===== src/rtl/apu_frame_counter.sv =====
// APU frame sequencer: CPU-cycle step counter driving quarter/half-frame enables and the frame IRQ.
// Optional macro FRAME_IRQ_EN adds the frame interrupt flag; without it frame_irq=0 and irq_l=1.
module apu_frame_counter #(
    parameter int CNT_WIDTH = 16,
    parameter int STEP1     = 7457,
    parameter int STEP2     = 14913,
    parameter int STEP3     = 22371,
    parameter int STEP4     = 29829,
    parameter int STEP5     = 37281
) (
    input  logic       clk,
    input  logic       rst_l,
    input  logic       cpu_clk_en,
    input  logic       reg_wr,
    input  logic [7:0] reg_wr_data,
    input  logic       status_rd,
    output logic       quarter_clk_en,
    output logic       half_clk_en,
    output logic       frame_irq,
    output logic       irq_l
);

    typedef logic [CNT_WIDTH-1:0] cnt_t;

    localparam cnt_t S1 = cnt_t'(STEP1);
    localparam cnt_t S2 = cnt_t'(STEP2);
    localparam cnt_t S3 = cnt_t'(STEP3);
    localparam cnt_t S4 = cnt_t'(STEP4);
    localparam cnt_t S5 = cnt_t'(STEP5);

    cnt_t       count_q, count_d;
    logic       parity_q, parity_d;
    logic       mode_q, mode_d;
    logic       pend_q, pend_d;
    logic [2:0] delay_q, delay_d;

    logic       wr_en;
    logic       expire;
    logic       hit1, hit2, hit3, hit4, hit5;
    cnt_t       last_step;

    assign wr_en     = cpu_clk_en & reg_wr;
    // A write landing on the expiry cycle restarts the delay instead of expiring.
    assign expire    = cpu_clk_en & pend_q & (delay_q == 3'd1) & ~reg_wr;
    assign hit1      = (count_q == S1);
    assign hit2      = (count_q == S2);
    assign hit3      = (count_q == S3);
    assign hit4      = (count_q == S4);
    assign hit5      = (count_q == S5);
    assign last_step = mode_q ? S5 : S4;

    always_comb begin
        quarter_clk_en = 1'b0;
        half_clk_en    = 1'b0;
        if (expire) begin
            quarter_clk_en = mode_q;
            half_clk_en    = mode_q;
        end else if (cpu_clk_en) begin
            quarter_clk_en = mode_q ? (hit1 | hit2 | hit3 | hit5) : (hit1 | hit2 | hit3 | hit4);
            half_clk_en    = mode_q ? (hit2 | hit5) : (hit2 | hit4);
        end
    end

    always_comb begin
        count_d  = count_q;
        parity_d = parity_q;
        mode_d   = mode_q;
        pend_d   = pend_q;
        delay_d  = delay_q;
        if (cpu_clk_en) begin
            parity_d = ~parity_q;
            if (expire || count_q >= last_step) begin
                count_d = '0;
            end else begin
                count_d = count_q + cnt_t'(1);
            end
            if (pend_q) begin
                delay_d = delay_q - 3'd1;
                if (expire) begin
                    pend_d = 1'b0;
                end
            end
            if (wr_en) begin
                mode_d  = reg_wr_data[7];
                pend_d  = 1'b1;
                delay_d = parity_q ? 3'd4 : 3'd3;
            end
        end
    end

    always_ff @(posedge clk or negedge rst_l) begin
        if (!rst_l) begin
            count_q  <= '0;
            parity_q <= 1'b0;
            mode_q   <= 1'b0;
            pend_q   <= 1'b0;
            delay_q  <= '0;
        end else begin
            count_q  <= count_d;
            parity_q <= parity_d;
            mode_q   <= mode_d;
            pend_q   <= pend_d;
            delay_q  <= delay_d;
        end
    end

`ifdef FRAME_IRQ_EN
    localparam cnt_t S4M1 = cnt_t'(STEP4 - 1);

    logic inhibit_q, inhibit_d;
    logic irq_q, irq_d;
    logic irq_set;

    assign irq_set = cpu_clk_en & ~mode_q & ~inhibit_q & ((count_q == S4M1) | hit4);

    // Priority: inhibiting write clears, then a set beats a same-cycle status read.
    always_comb begin
        inhibit_d = inhibit_q;
        irq_d     = irq_q;
        if (wr_en) begin
            inhibit_d = reg_wr_data[6];
        end
        if (wr_en && reg_wr_data[6]) begin
            irq_d = 1'b0;
        end else if (irq_set) begin
            irq_d = 1'b1;
        end else if (cpu_clk_en && status_rd) begin
            irq_d = 1'b0;
        end
    end

    always_ff @(posedge clk or negedge rst_l) begin
        if (!rst_l) begin
            inhibit_q <= 1'b0;
            irq_q     <= 1'b0;
        end else begin
            inhibit_q <= inhibit_d;
            irq_q     <= irq_d;
        end
    end

    assign frame_irq = irq_q;
`else
    logic unused_irq_inputs;
    assign unused_irq_inputs = status_rd ^ reg_wr_data[6];
    assign frame_irq = 1'b0;
`endif

    assign irq_l = ~frame_irq;

    logic unused_data_bits;
    assign unused_data_bits = ^reg_wr_data[5:0];

endmodule


===== config.mk =====
export PLATFORM = sky130hd
export DESIGN_NAME = apu_frame_counter
export DESIGN_NICKNAME = d
export VERILOG_FILES = /design/src/rtl/apu_frame_counter.sv
export SDC_FILE = /design/constraint.sdc
export NUM_CORES = 1
export LEC_CHECK = 0
export BUFFER_PORTS_ARGS = -buffer_cell sky130_fd_sc_hd__buf_2
export CAP_MARGIN = 20
export CORE_UTILIZATION = 30
export DETAILED_ROUTE_END_ITERATION = 8
export GPL_TIMING_DRIVEN = 0
export PLACE_DENSITY_LB_ADDON = 0.3
export SETUP_SLACK_MARGIN = 0.4
export SLEW_MARGIN = 40
export SYNTH_ARGS = -nofsm -noshare
export SYNTH_HDL_FRONTEND = slang
export SYNTH_SLANG_ARGS = --single-unit

===== constraint.sdc =====
create_clock -name clk -period 3.45 [get_ports clk]
set_clock_uncertainty 0.2 [all_clocks]
set_input_delay 0 -clock clk [delete_from_list [all_inputs] [get_ports clk]]
set_output_delay 0 -clock clk [all_outputs]
set_load 0.1 [all_outputs]

==> results of run 1 <==
-- cell usage after synthesis, drive strengths merged (2+ instances only) --
cell    count
a22o        2
nand2b      4
and4b       2
xor2        7
a21o        2
and4bb      2
inv         7
and3        5
o22ai       2
nand4       6
nand2      10
a21oi      18
nand3       5
a211o       2
mux2        2
ha         12
nor3        3
and4        3
buf         6
nor2        4
nor3b       2
xnor2       5
clkbuf      3
conb        2
dfrtp      22
o221ai      2
o21ai       9
-- power by group --
part	internal (mW)	total [mW]	switching, mW
clock	0.155	0.246	0.0914
combinational	0.139	0.308	0.169
sequential	0.314	0.386	0.0716
total	0.608	0.940	0.332
-- layer usage --
metal | up-vias | wire [microns]
met4 | 0 | 34
met3 | 2 | 74
met2 | 15 | 1630
li1 | 620 | -
met1 | 586 | 1700
met5 | - | 0
-- sequential cells by signal, summed over array words and instances, names as in the netlist --
name and count:
delay_q 3, pend_q 1, mode_q 1, parity_q 1
count_q 16
-- path summary, 6_finish.rpt --
kind,end,start,slack (ps)
min reg2reg,parity_q,parity_q,270
min,count_q[14],rst_l,30
min in group clk,count_q[2],cpu_clk_en,50
max in group asynchronous,count_q[7],rst_l,2680
max,quarter_clk_en,count_q[1],720
max reg2reg,count_q[10],mode_q,1100
-- cell families (layout without fill, tap and decap cells) --
group           count (synthesis)  after routing  share of synthesized area
flops                          22             22                      0.357
fa+ha+maj                      12             12                     0.0974
xor+xnor                       12             12                     0.0682
buf+inv                        16             31                     0.0511
mux                             2              2                     0.0146
simple gates                   52             52                      0.222
compound gates                 43             43                      0.185
other cells                     2              2                    0.00487
-- cell usage in the layout, fill, tap and decap left out, drive strengths merged, types with 2 or more instances in the layout --
master	instances
nand2	10
dlygate4sd3	5
conb	2
a22o	2
clkbuf	6
xor2	7
and3	5
a211o	2
nand3	5
a21oi	18
mux2	2
inv	7
and4	3
and4bb	2
ha	12
o22ai	2
and4b	2
xnor2	5
nor3	3
nand2b	4
buf	12
o21ai	9
nor3b	2
o221ai	2
dfrtp	22
a21o	2
nor2	4
nand4	6
-- final cells by class --
type                       count  area share
tap                           67      0.0471
multi-input combinational    123       0.514
timing repair buffer          11      0.0450
clock inverter                 1      0.0169
sequential                    22       0.309
inverter                       7      0.0148
clock buffer                   3      0.0232
buffer                         9      0.0295
-- worst register-to-register path, stage by stage, from the launching register on --
cell and delay [ps]:
sky130_fd_sc_hd__dfrtp_1 490, sky130_fd_sc_hd__inv_1 150, sky130_fd_sc_hd__ha_1 310, sky130_fd_sc_hd__and4_4 190, sky130_fd_sc_hd__a21boi_1 140, sky130_fd_sc_hd__nor3b_2 310, sky130_fd_sc_hd__o21ai_4 150, sky130_fd_sc_hd__buf_6 170
sky130_fd_sc_hd__a21oi_1 160
==> impl_summary.log, run 1 <==
INFO  metric outcome = finished, final reports clean
INFO  metric totalNegativeSetupSlack = 0 ps
INFO  metric clk_pin_slew_worst_paths = 90 ps
INFO  metric min_period_over_period = 0.791
INFO  metric clockBufferDepth = 2
INFO  metric ctsRootBufferMaster = sky130_fd_sc_hd__clkbuf_8
INFO  metric finish.utilization = 0.367
INFO  metric power_leakage = approximately 0.82 nW
INFO  metric critPathKind = reg2out
INFO  metric drt_wirelength = ~3400 microns
INFO  metric grt.met2_usage = 0.231
INFO  metric placed_area = ~1700 sq um
INFO  metric met1_resource_use_gr = 0.195
INFO  metric cts_htree_levels = 1
INFO  metric slew_headroom = 0.663
INFO  metric first_global_vias = around 1200
INFO  metric worst-r2r-cell-count = 8
INFO  metric routed_wl_per_cell = approximately 14 microns
INFO  metric path_depth = 7
INFO  metric drt-pass1-iter-count = 4
INFO  metric drc = 0
INFO  metric area_enclosed_by_the_die_boundary = 5430 sq um
INFO  metric crit_fanout = 4
INFO  metric cap_violations = 0
INFO  metric grt_util_met3 = 0.0165
INFO  metric die_w = around 74 microns
INFO  metric whs = ~30 ps
INFO  metric rsz_0062_raised_after_global_routing = no
INFO  metric crit_chain = inv_1 -> ha_1 -> nor4b_1 -> a21oi_1 -> or4_1 -> o21bai_2 -> buf_2
INFO  metric clock_insertion_delay_worst_skew = about 260 ps
INFO  metric synth.yosys.seq_area_share = 0.357
INFO  metric design_power_total = about 0.94 mW
INFO  metric place_worst_setup_slack = 1080 ps
INFO  metric critPathArrivalTime = 2530 ps
INFO  metric proportion_of_layout_cells_with_a_drive_suffix_above_1 = 0.165
INFO  metric cts.hold.buffers_added = 5
INFO  metric finalWorstPathRequiredPeriod = 2730 ps
INFO  metric power-per-cell-area = 528 nW/um^2
INFO  metric critPathCaptureType = primary output
INFO  metric critPathBufInv = 2
INFO  metric synthesis.nets = around 190
INFO  metric layout.cells.non_filler = about 240
INFO  metric path_delay_family = simple AND/OR/NAND/NOR gates
INFO  metric grt_max_degree = 23
INFO  metric synth_edf_count = 0
INFO  metric gp_routability_congestion = approximately 0.79
INFO  metric setup.worst_path.start_class = flip-flop
INFO  metric top_usage_layer = met2
INFO  metric timing_max_transition_violations_final = 0
INFO  metric cpPeakStageDelay = 490 ps
INFO  metric yosys_warnings = 0
INFO  metric num_rows = 25
INFO  metric achievable-frequency = ~370 MHz
INFO  metric fp.dieH = about 74 microns
INFO  metric initial_antenna_violation_count = 0
INFO  metric netlist_area = 1540 sq um
INFO  metric antenna_diode_count = 0
INFO  metric detailedPlacementHpwl = roughly 2500 microns
INFO  metric detailroute.via_count = ~1200
INFO  metric fin_ws = between 700 and 800 ps
INFO  metric layout.area.seq = around 550 sq um
INFO  metric cts_post_setup_buffers_inserted = 0
INFO  metric timing.final.setup_violations = 0
INFO  metric mapped_avg_cell_area = 9.57 sq um
INFO  metric timing.hold.worst.class = in2async
INFO  metric tritoncts.num_buffers = 3
INFO  metric synth.distinct_cells = 48
INFO  metric flow.area_growth_from_synthesis = 15.5%
INFO  metric power.ir.vdd_worst = 0.000239 V
INFO  metric detailedRoute.firstIterationViolations = 77
INFO  metric synth_seq_cells = 22
INFO  metric footprint_of_the_multi_input_gates = 916 sq um
INFO  metric vias_per_cell = about 5.0
INFO  metric slowest_stage = sky130_fd_sc_hd__or4_1
INFO  metric fillerInstances = 499
INFO  metric post_cts_resize_count = 0
INFO  metric cp_data_required_time = ~3300 ps
INFO  metric number_of_standard_cells_after_synthesis = roughly 160
INFO  metric place_inst = 234
INFO  metric tritoncts_num_sinks = 22
INFO  metric initial_util = 0.318
INFO  metric gr-total-overflow = 0
INFO  metric synth-async-reset-ratio = 1.00
INFO  metric cts_tree = built
INFO  metric worst-slew-pin-transition = 506 ps
INFO  metric post_synth_main_area_contributors = sky130_fd_sc_hd__dfrtp_1, sky130_fd_sc_hd__ha_1, sky130_fd_sc_hd__a21oi_1, sky130_fd_sc_hd__xor2_1, sky130_fd_sc_hd__xnor2_1
INFO  metric num_io_pins = 17
INFO  metric grt_first_pass_wirelength = 5890 microns
INFO  metric postRouteAntennaNets = 0
INFO  metric coreArea = approximately 4800 sq um
INFO  metric fin_nets = around 200
INFO  metric share_of_the_synthesized_area_in_the_top_cell_type = 0.357
INFO  metric io_buffers = 6
INFO  metric track_usage = 0.143
INFO  metric synth_area_leader_cell = sky130_fd_sc_hd__dfrtp_1
INFO  metric stdcell_area = between 1500 and 2000 sq um
INFO  metric final-hold-violation-count = 0
INFO  metric yosys_most_used_dff = sky130_fd_sc_hd__dfrtp_1
Note: power is estimated with default switching activity, not from simulation.
==> inputs of run 2 (changes only) <==
Settings changed: ABC_AREA from default to 1.
Clock period 3.45 ns to 2.7 ns, I/O delays scaled along.
==> run 2 against run 1 <==
Compared with the run above:
- die area grew 4.7%
- cell count is 30% higher
- design area up 6.0%
- register-to-register slack lost 500 ps
- sequential share of layout area down 1.7 points
- first-iteration DRC count fell by 5.2%
- largest cell class unchanged
- largest power group unchanged
==> impl_summary.log, run 2 <==
INFO  metric cts_tree = built
INFO  metric timing.final.setup_violations = 0
INFO  metric initial_util = 0.315
INFO  metric achievable-frequency = 469 MHz
INFO  metric yosys_warnings = 0
INFO  metric cap_violations = 0
INFO  metric cts_htree_levels = 1
INFO  metric synth-async-reset-ratio = 1.00
INFO  metric synth.distinct_cells = 22
INFO  metric detailedPlacementHpwl = approximately 2700 microns
INFO  metric gr-total-overflow = 0
INFO  metric critPathArrivalTime = 1930 ps
INFO  metric final_common_cell = sky130_fd_sc_hd__nand2_1
INFO  metric crit_chain = buf_4 -> ha_1 -> inv_1 -> nor2_1 -> nand2_1 -> nor2_1 -> nand2_1 -> nand2_2 -> nand2_2 -> nand3_2 -> buf_12
INFO  metric synth.yosys.seq_area_share = 0.341
INFO  metric detailroute.via_count = between 1000 and 1500
INFO  metric tritoncts.num_buffers = 3
INFO  metric gp_routability_congestion = between 0.8 and 0.9
INFO  metric proportion_of_layout_cells_with_a_drive_suffix_above_1 = 0.131
INFO  metric outcome = finished, final reports clean
INFO  metric fp.dieH = roughly 75 microns
INFO  metric io_buffers = 5
INFO  metric place_worst_setup_slack = ~490 ps
INFO  metric fin_nets = roughly 270
INFO  metric flow.area_growth_from_synthesis = 16.8%
INFO  metric regs_by_ff_count = count_q: 16 flops, delay_q: 3 flops
INFO  metric power_leakage = between 0.9 and 1 nW
INFO  metric final-hold-violation-count = 0
INFO  metric number_of_standard_cells_after_synthesis = 230
INFO  metric critPathKind = reg2out
INFO  metric fillerInstances = 571
INFO  metric yosys_most_used_dff = sky130_fd_sc_hd__dfrtp_1
INFO  metric largest-register = count_q
INFO  metric grt_first_pass_wirelength = a little over 6000 microns
INFO  metric netlist_area = about 1600 sq um
INFO  metric timing.hold.worst.class = in2async
INFO  metric synth_edf_count = 0
INFO  metric postRouteAntennaNets = 0
INFO  metric slew_headroom = 0.667
INFO  metric coreArea = approximately 5000 sq um
INFO  metric timing_max_transition_violations_final = 0
INFO  metric stdcell_area = roughly 1900 sq um
INFO  metric initial_antenna_violation_count = 0
INFO  metric drt-pass1-iter-count = 4
INFO  metric min_period_over_period = 0.790
INFO  metric yosys.cell_count.top_type = sky130_fd_sc_hd__nand2_1
INFO  metric antenna_diode_count = 0
INFO  metric rsz_0062_raised_after_global_routing = no
INFO  metric mapped_avg_cell_area = approximately 7.0 sq um
INFO  metric num_rows = 26
INFO  metric slowest_stage = sky130_fd_sc_hd__dfrtp_2
INFO  metric ctsRootBufferMaster = sky130_fd_sc_hd__clkbuf_8
INFO  metric synthTopCellsByCount = sky130_fd_sc_hd__nand2_1, sky130_fd_sc_hd__nor2_1, sky130_fd_sc_hd__inv_1
INFO  metric power-per-cell-area = between 600 and 700 nW/um^2
INFO  metric layout.cells.non_filler = ~320
INFO  metric vias_per_cell = between 4 and 5
INFO  metric drt_wirelength = 3570 microns
INFO  metric critPathCaptureType = primary output
INFO  metric totalNegativeSetupSlack = 0 ps
INFO  metric grt_max_degree = 23
INFO  metric power.ir.vdd_worst = about 0.00022 V
INFO  metric place_inst = 305
INFO  metric synth_seq_cells = 22
INFO  metric setup.worst_path.start_class = flip-flop
INFO  metric drc = 0
INFO  metric post_synth_main_area_contributors = sky130_fd_sc_hd__dfrtp_1, sky130_fd_sc_hd__nand2_1, sky130_fd_sc_hd__nor2_1, sky130_fd_sc_hd__ha_1, sky130_fd_sc_hd__inv_1
INFO  metric tritoncts_num_sinks = 22
INFO  metric crit_fanout = 5
INFO  metric die_w = approximately 75 microns
INFO  metric clockBufferDepth = 2
INFO  metric cpPeakStageDelay = between 400 and 500 ps
INFO  metric placed_area = about 1700 sq um
INFO  metric largest_register_ff_count = 16
INFO  metric most-common-layout-cells = sky130_fd_sc_hd__nand2_1, sky130_fd_sc_hd__nor2_1, sky130_fd_sc_hd__inv_1
INFO  metric track_usage = 0.142
INFO  metric detailedRoute.firstIterationViolations = 73
INFO  metric share_of_the_synthesized_area_in_the_top_cell_type = 0.341
INFO  metric synth_area_leader_cell = sky130_fd_sc_hd__dfrtp_1
INFO  metric first_global_vias = between 1000 and 1500
INFO  metric num_io_pins = 17
INFO  metric cp_data_required_time = 2500 ps
INFO  metric fin_ws = between 500 and 600 ps
INFO  metric clock_insertion_delay_worst_skew = 270 ps
INFO  metric worst-slew-pin-transition = ~500 ps
INFO  metric synthesis.nets = between 200 and 300
INFO  metric routed_wl_per_cell = ~11 microns
INFO  metric area_enclosed_by_the_die_boundary = 5690 sq um
INFO  metric clk_pin_slew_worst_paths = approximately 90 ps
INFO  metric finalWorstPathRequiredPeriod = 2130 ps
[run 2: cell types whose count changed after synthesis, moves of 3 or more]
cell and change:
sky130_fd_sc_hd__a21oi_1 -10, sky130_fd_sc_hd__nand2_1 +43, sky130_fd_sc_hd__nor2_1 +41, sky130_fd_sc_hd__xor2_1 +3
sky130_fd_sc_hd__nor2_2 +4, sky130_fd_sc_hd__o21ai_0 -3, sky130_fd_sc_hd__and3_1 -5, sky130_fd_sc_hd__nand3_1 +9
sky130_fd_sc_hd__inv_1 +23, sky130_fd_sc_hd__nand2b_1 -3, sky130_fd_sc_hd__clkbuf_1 -3, sky130_fd_sc_hd__xnor2_1 -4
[run 2: cell type report]
type | instances | area (sq um) | area share
sequential | 22 | 552 | 0.292
clock buffer | 4 | 55.1 | 0.0292
timing repair buffer | 11 | 113 | 0.0596
multi-input combinational | 170 | 907 | 0.480
tap | 70 | 87.6 | 0.0464
inverter | 32 | 120 | 0.0636
buffer | 6 | 53.8 | 0.0285
[run 2: power breakdown]
group / internal, mW / switching (mW)
combinational: 0.193 / 0.309
clock: 0.130 / 0.115
sequential: 0.424 / 0.104
[run 2: metal layers]
metal / part of all wire / GRT usage / vias up
met2: 0.47 / 0.234 / 29
met1: 0.49 / 0.187 / 619
met3: 0.033 / 0.0238 / 2
li1: - / - / 741
met4: 0.0036 / 0.0514 / 0
met5: 0 / 0 / -
[run 2: final timing paths]
| path | endpoint | start | slack, ps | cells past startpoint |
|---|---|---|---|---|
| max reg2reg | count_q[9] | mode_q | 600 | 12 |
| max in group asynchronous | mode_q | rst_l | 1910 | 2 |
| min in group clk | parity_q | parity_q | 270 | 1 |
| max | quarter_clk_en | mode_q | 570 | 11 |
| min reg2reg | parity_q | parity_q | 270 | 1 |
| min | count_q[15] | rst_l | 30 | 2 |
[run 2: cell families after synthesis]
group           share of synthesized area
fa+ha+maj                          0.0929
other cells                       0.00465
compound gates                     0.0433
buf+inv                             0.108
simple gates                        0.351
xor+xnor                           0.0596
flops                               0.341
[run 2: critical path, delay by kind of cell, from the launching register on]
family / cells / cell delay, ps
buffers and inverters: 3 / 370
adders and majority gates: 1 / 290
and+or+nand+nor: 7 / 590
DFF: 1 / 410
[run 2: stage by stage]
| step | total power [mW] | hold WS, ps | util |
|---|---|---|---|
| 2_1_floorplan | 0.893 | -496 | - |
| 3_3_place_gp | 1.01 | -194 | 0.336 |
| 3_5_place_dp | 1.02 | -195 | 0.336 |
| 4_1_cts | 1.28 | 43.1 | 0.359 |
| 5_1_grt | 1.40 | 81.3 | 0.367 |
| 6_report | 1.28 | 25.5 | 0.367 |
[run 2: what timing repair did]
item / in CTS / in global routing
hold buffers: 5 / 0
setup endpoints to repair: 2 / 12
gates resized for setup: 4 / 10
pin swaps: 0 / 0
buffers inserted: 0 / 1
hold endpoints to repair: 30 / 0
==> inputs of run 3 (changes only) <==
Clock period 2.7 ns to 1.8 ns, I/O delays scaled along.
==> run 3 against run 2 <==
Compared with the run above:
- the flow now finishes with violations (hold timing, setup timing)
- wire length increased by 6.6%
- design area increased by 6.9%
- setup slack got worse by 840 ps
- via count increased by 4.0%
- die area unchanged
- non-clock buffer count increased by 5
- combinational power increased by 67%
==> impl_summary.log, run 3 (synthesis gave the netlist of run 2 again) <==
INFO  metric largest-register = count_q
INFO  metric tritoncts.num_buffers = 3
INFO  metric finalWorstPathRequiredPeriod = a little over 2000 ps
INFO  metric crit_path_end = count_q[15]
INFO  metric flow.area_growth_from_synthesis = 24.8%
INFO  metric detailroute.via_count = 1446
INFO  metric drc = 0
INFO  metric postRouteAntennaNets = 0
INFO  metric grt_max_degree = 23
INFO  metric antenna_diode_count = 0
INFO  metric crit_chain = inv_4 -> ha_4 -> buf_4 -> nand2_1 -> nor2_1 -> nand2_1 -> a21oi_2 -> nor2_4 -> nor2_4 -> buf_6 -> nor2_1
INFO  metric most-common-layout-cells = sky130_fd_sc_hd__nand2_1, sky130_fd_sc_hd__nor2_1, sky130_fd_sc_hd__inv_1
INFO  metric slew_headroom = 0.659
INFO  metric routed_wl_per_cell = between 10 and 15 microns
INFO  metric cts.hold.buffers_added = 5
INFO  metric layout.area.seq = around 550 sq um
INFO  metric slowest_stage = sky130_fd_sc_hd__dfrtp_2
INFO  metric fin_ws = -269 ps
INFO  metric die_w = 75.4 microns
INFO  metric cts_htree_levels = 1
INFO  metric crit_fanout = 6
INFO  metric detailedPlacementHpwl = roughly 2800 microns
INFO  metric place_worst_setup_slack = -355 ps
INFO  metric vias_per_cell = between 4 and 5
INFO  metric critPathArrivalTime = roughly 2000 ps
INFO  metric path_depth = 11
INFO  metric setup.worst_path.start_class = flip-flop
INFO  metric setup.reg_to_reg.worst_slack = -270 ps
INFO  metric initial_util = 0.315
INFO  metric failing_checks = hold timing, setup timing
INFO  metric coreArea = approximately 5000 sq um
INFO  metric ctsRootBufferMaster = sky130_fd_sc_hd__clkbuf_8
INFO  metric proportion_of_layout_cells_with_a_drive_suffix_above_1 = 0.200
INFO  metric num_io_pins = 17
INFO  metric power-per-cell-area = about 1000 nW/um^2
INFO  metric clockBufferDepth = 2
INFO  metric first_global_vias = between 1000 and 1500
INFO  metric power_leakage = 0.982 nW
INFO  metric critPathCaptureType = flip-flop
INFO  metric cap_violations = 0
INFO  metric crit-reg2reg-launch = mode_q
INFO  metric gr-total-overflow = 0
INFO  metric num_rows = 26
INFO  metric initial_antenna_violation_count = 0
INFO  metric largest_register_ff_count = 16
INFO  metric final-hold-violation-count = 3
INFO  metric achievable-frequency = 483 MHz
INFO  metric path_delay_family = simple AND/OR/NAND/NOR gates
INFO  metric fillerInstances = ~560
INFO  metric worst-slew-pin-transition = 512 ps
INFO  metric grt_first_pass_wirelength = between 6000 and 7000 microns
INFO  metric clk_pin_slew_worst_paths = approximately 80 ps
INFO  metric io_buffers = 5
INFO  metric timing.hold.worst.class = in2reg
INFO  metric power.ir.vdd_worst = 0.000349 V
INFO  metric tritoncts_num_sinks = 22
INFO  metric cpPeakStageDelay = roughly 460 ps
INFO  metric drt_wirelength = 3810 microns
INFO  metric final_common_cell = sky130_fd_sc_hd__nand2_1
INFO  metric track_usage = 0.152
INFO  metric critPathKind = reg2reg
INFO  metric drt-pass1-iter-count = 4
INFO  metric area_enclosed_by_the_die_boundary = 5690 sq um
INFO  metric detailedRoute.firstIterationViolations = 107
INFO  metric critPathBufInv = 3
INFO  metric critical_path.reg2reg.endpoint = count_q[15]
INFO  metric gp_routability_congestion = a little under 0.9
INFO  metric rsz_0062_raised_after_global_routing = yes
INFO  metric footprint_of_the_multi_input_gates = 982 sq um
INFO  metric timing.final.setup_violations = 18
INFO  metric finish.utilization = 0.393
INFO  metric worst-r2r-cell-count = 11
INFO  metric timing_max_transition_violations_final = 0
INFO  metric fin_nets = 276
INFO  metric outcome = complete, but fails checks
INFO  metric min_period_over_period = 1.15
INFO  metric clock_insertion_delay_worst_skew = between 200 and 300 ps
INFO  metric cts_tree = built
INFO  metric fp.dieH = about 75 microns
INFO  metric critical_path.startpoint = mode_q
INFO  metric regs_by_ff_count = count_q: 16 flops, delay_q: 3 flops
INFO  metric whs = -88.1 ps
INFO  metric cp_data_required_time = around 1800 ps
-- run 3: changes by cell type in the layout (fill, tap and decap cells not counted), sizes merged --
| cell | before | now |
|---|---|---|
| dlygate4sd3 | 5 | 4 |
| dlymetal6s4s | 0 | 1 |
| buf | 12 | 17 |
-- run 3: repair_timing --
item | 4_1_cts | 5_1_grt
gates resized for setup | 19 | 6
pin swaps | 7 | 2
hold endpoints to repair | 30 | 1
setup endpoints to repair | 18 | 22
buffers inserted | 5 | 0
cloned | 1 | 0
-- run 3: where the power goes --
group	total (mW)	internal, mW	switching [mW]
Combinational	0.838	0.348	0.490
Clock	0.368	0.195	0.172
Sequential	0.816	0.636	0.180
Total	2.02	1.18	0.842
-- run 3: worst reg2reg max path: cells and delay by family, from the launching register on --
family | cells | cell delay [ps]
buffers and inverters | 3 | 360
adders and majority gates | 1 | 270
AOI/OAI and AO/OA | 1 | 170
and+or+nand+nor | 6 | 520
DFF | 1 | 460
-- run 3: through the flow --
stage	TNS, ps	instances	cell area [sq um]	total power, mW	hold WS [ps]
3_5_place_dp	-5160	305	1790	1.55	-191
2_1_floorplan	-542	230	1680	1.37	-496
6_report	-4310	320	2020	2.02	-88.1
3_3_place_gp	-4910	305	1790	1.54	-196
4_1_cts	-3470	320	1990	2.00	-58.2
5_1_grt	-6050	320	2020	2.20	-23.9
-- run 3: layout make-up --
cell class | count | area share
repair buffers | 16 | 0.0812
clock buffers | 4 | 0.0273
plain buffers | 6 | 0.0267
flip-flops and latches | 22 | 0.274
inverters | 32 | 0.0608
well taps | 70 | 0.0434
multi-input cells | 170 | 0.487
-- run 3: metal layers --
layer / wire (microns) / part of all wire / track usage
met3: 116 / 0.030 / 0.0291
met5: 0 / 0 / 0
met1: 1920 / 0.50 / 0.204
met2: 1690 / 0.44 / 0.241
met4: 81 / 0.021 / 0.0597
-- run 3: how the worst min path moves through the flow --
| stage | endpoint | from | cells after the start |
|---|---|---|---|
| 3_5_place_dp | count_q[3] | rst_l | 1 |
| 6_report | pend_q | reg_wr | 5 |
| 3_3_place_gp | count_q[3] | rst_l | 1 |
| 2_1_floorplan | count_q[0] | rst_l | 0 |
| 5_1_grt | pend_q | reg_wr | 5 |
| 4_1_cts | pend_q | reg_wr | 5 |
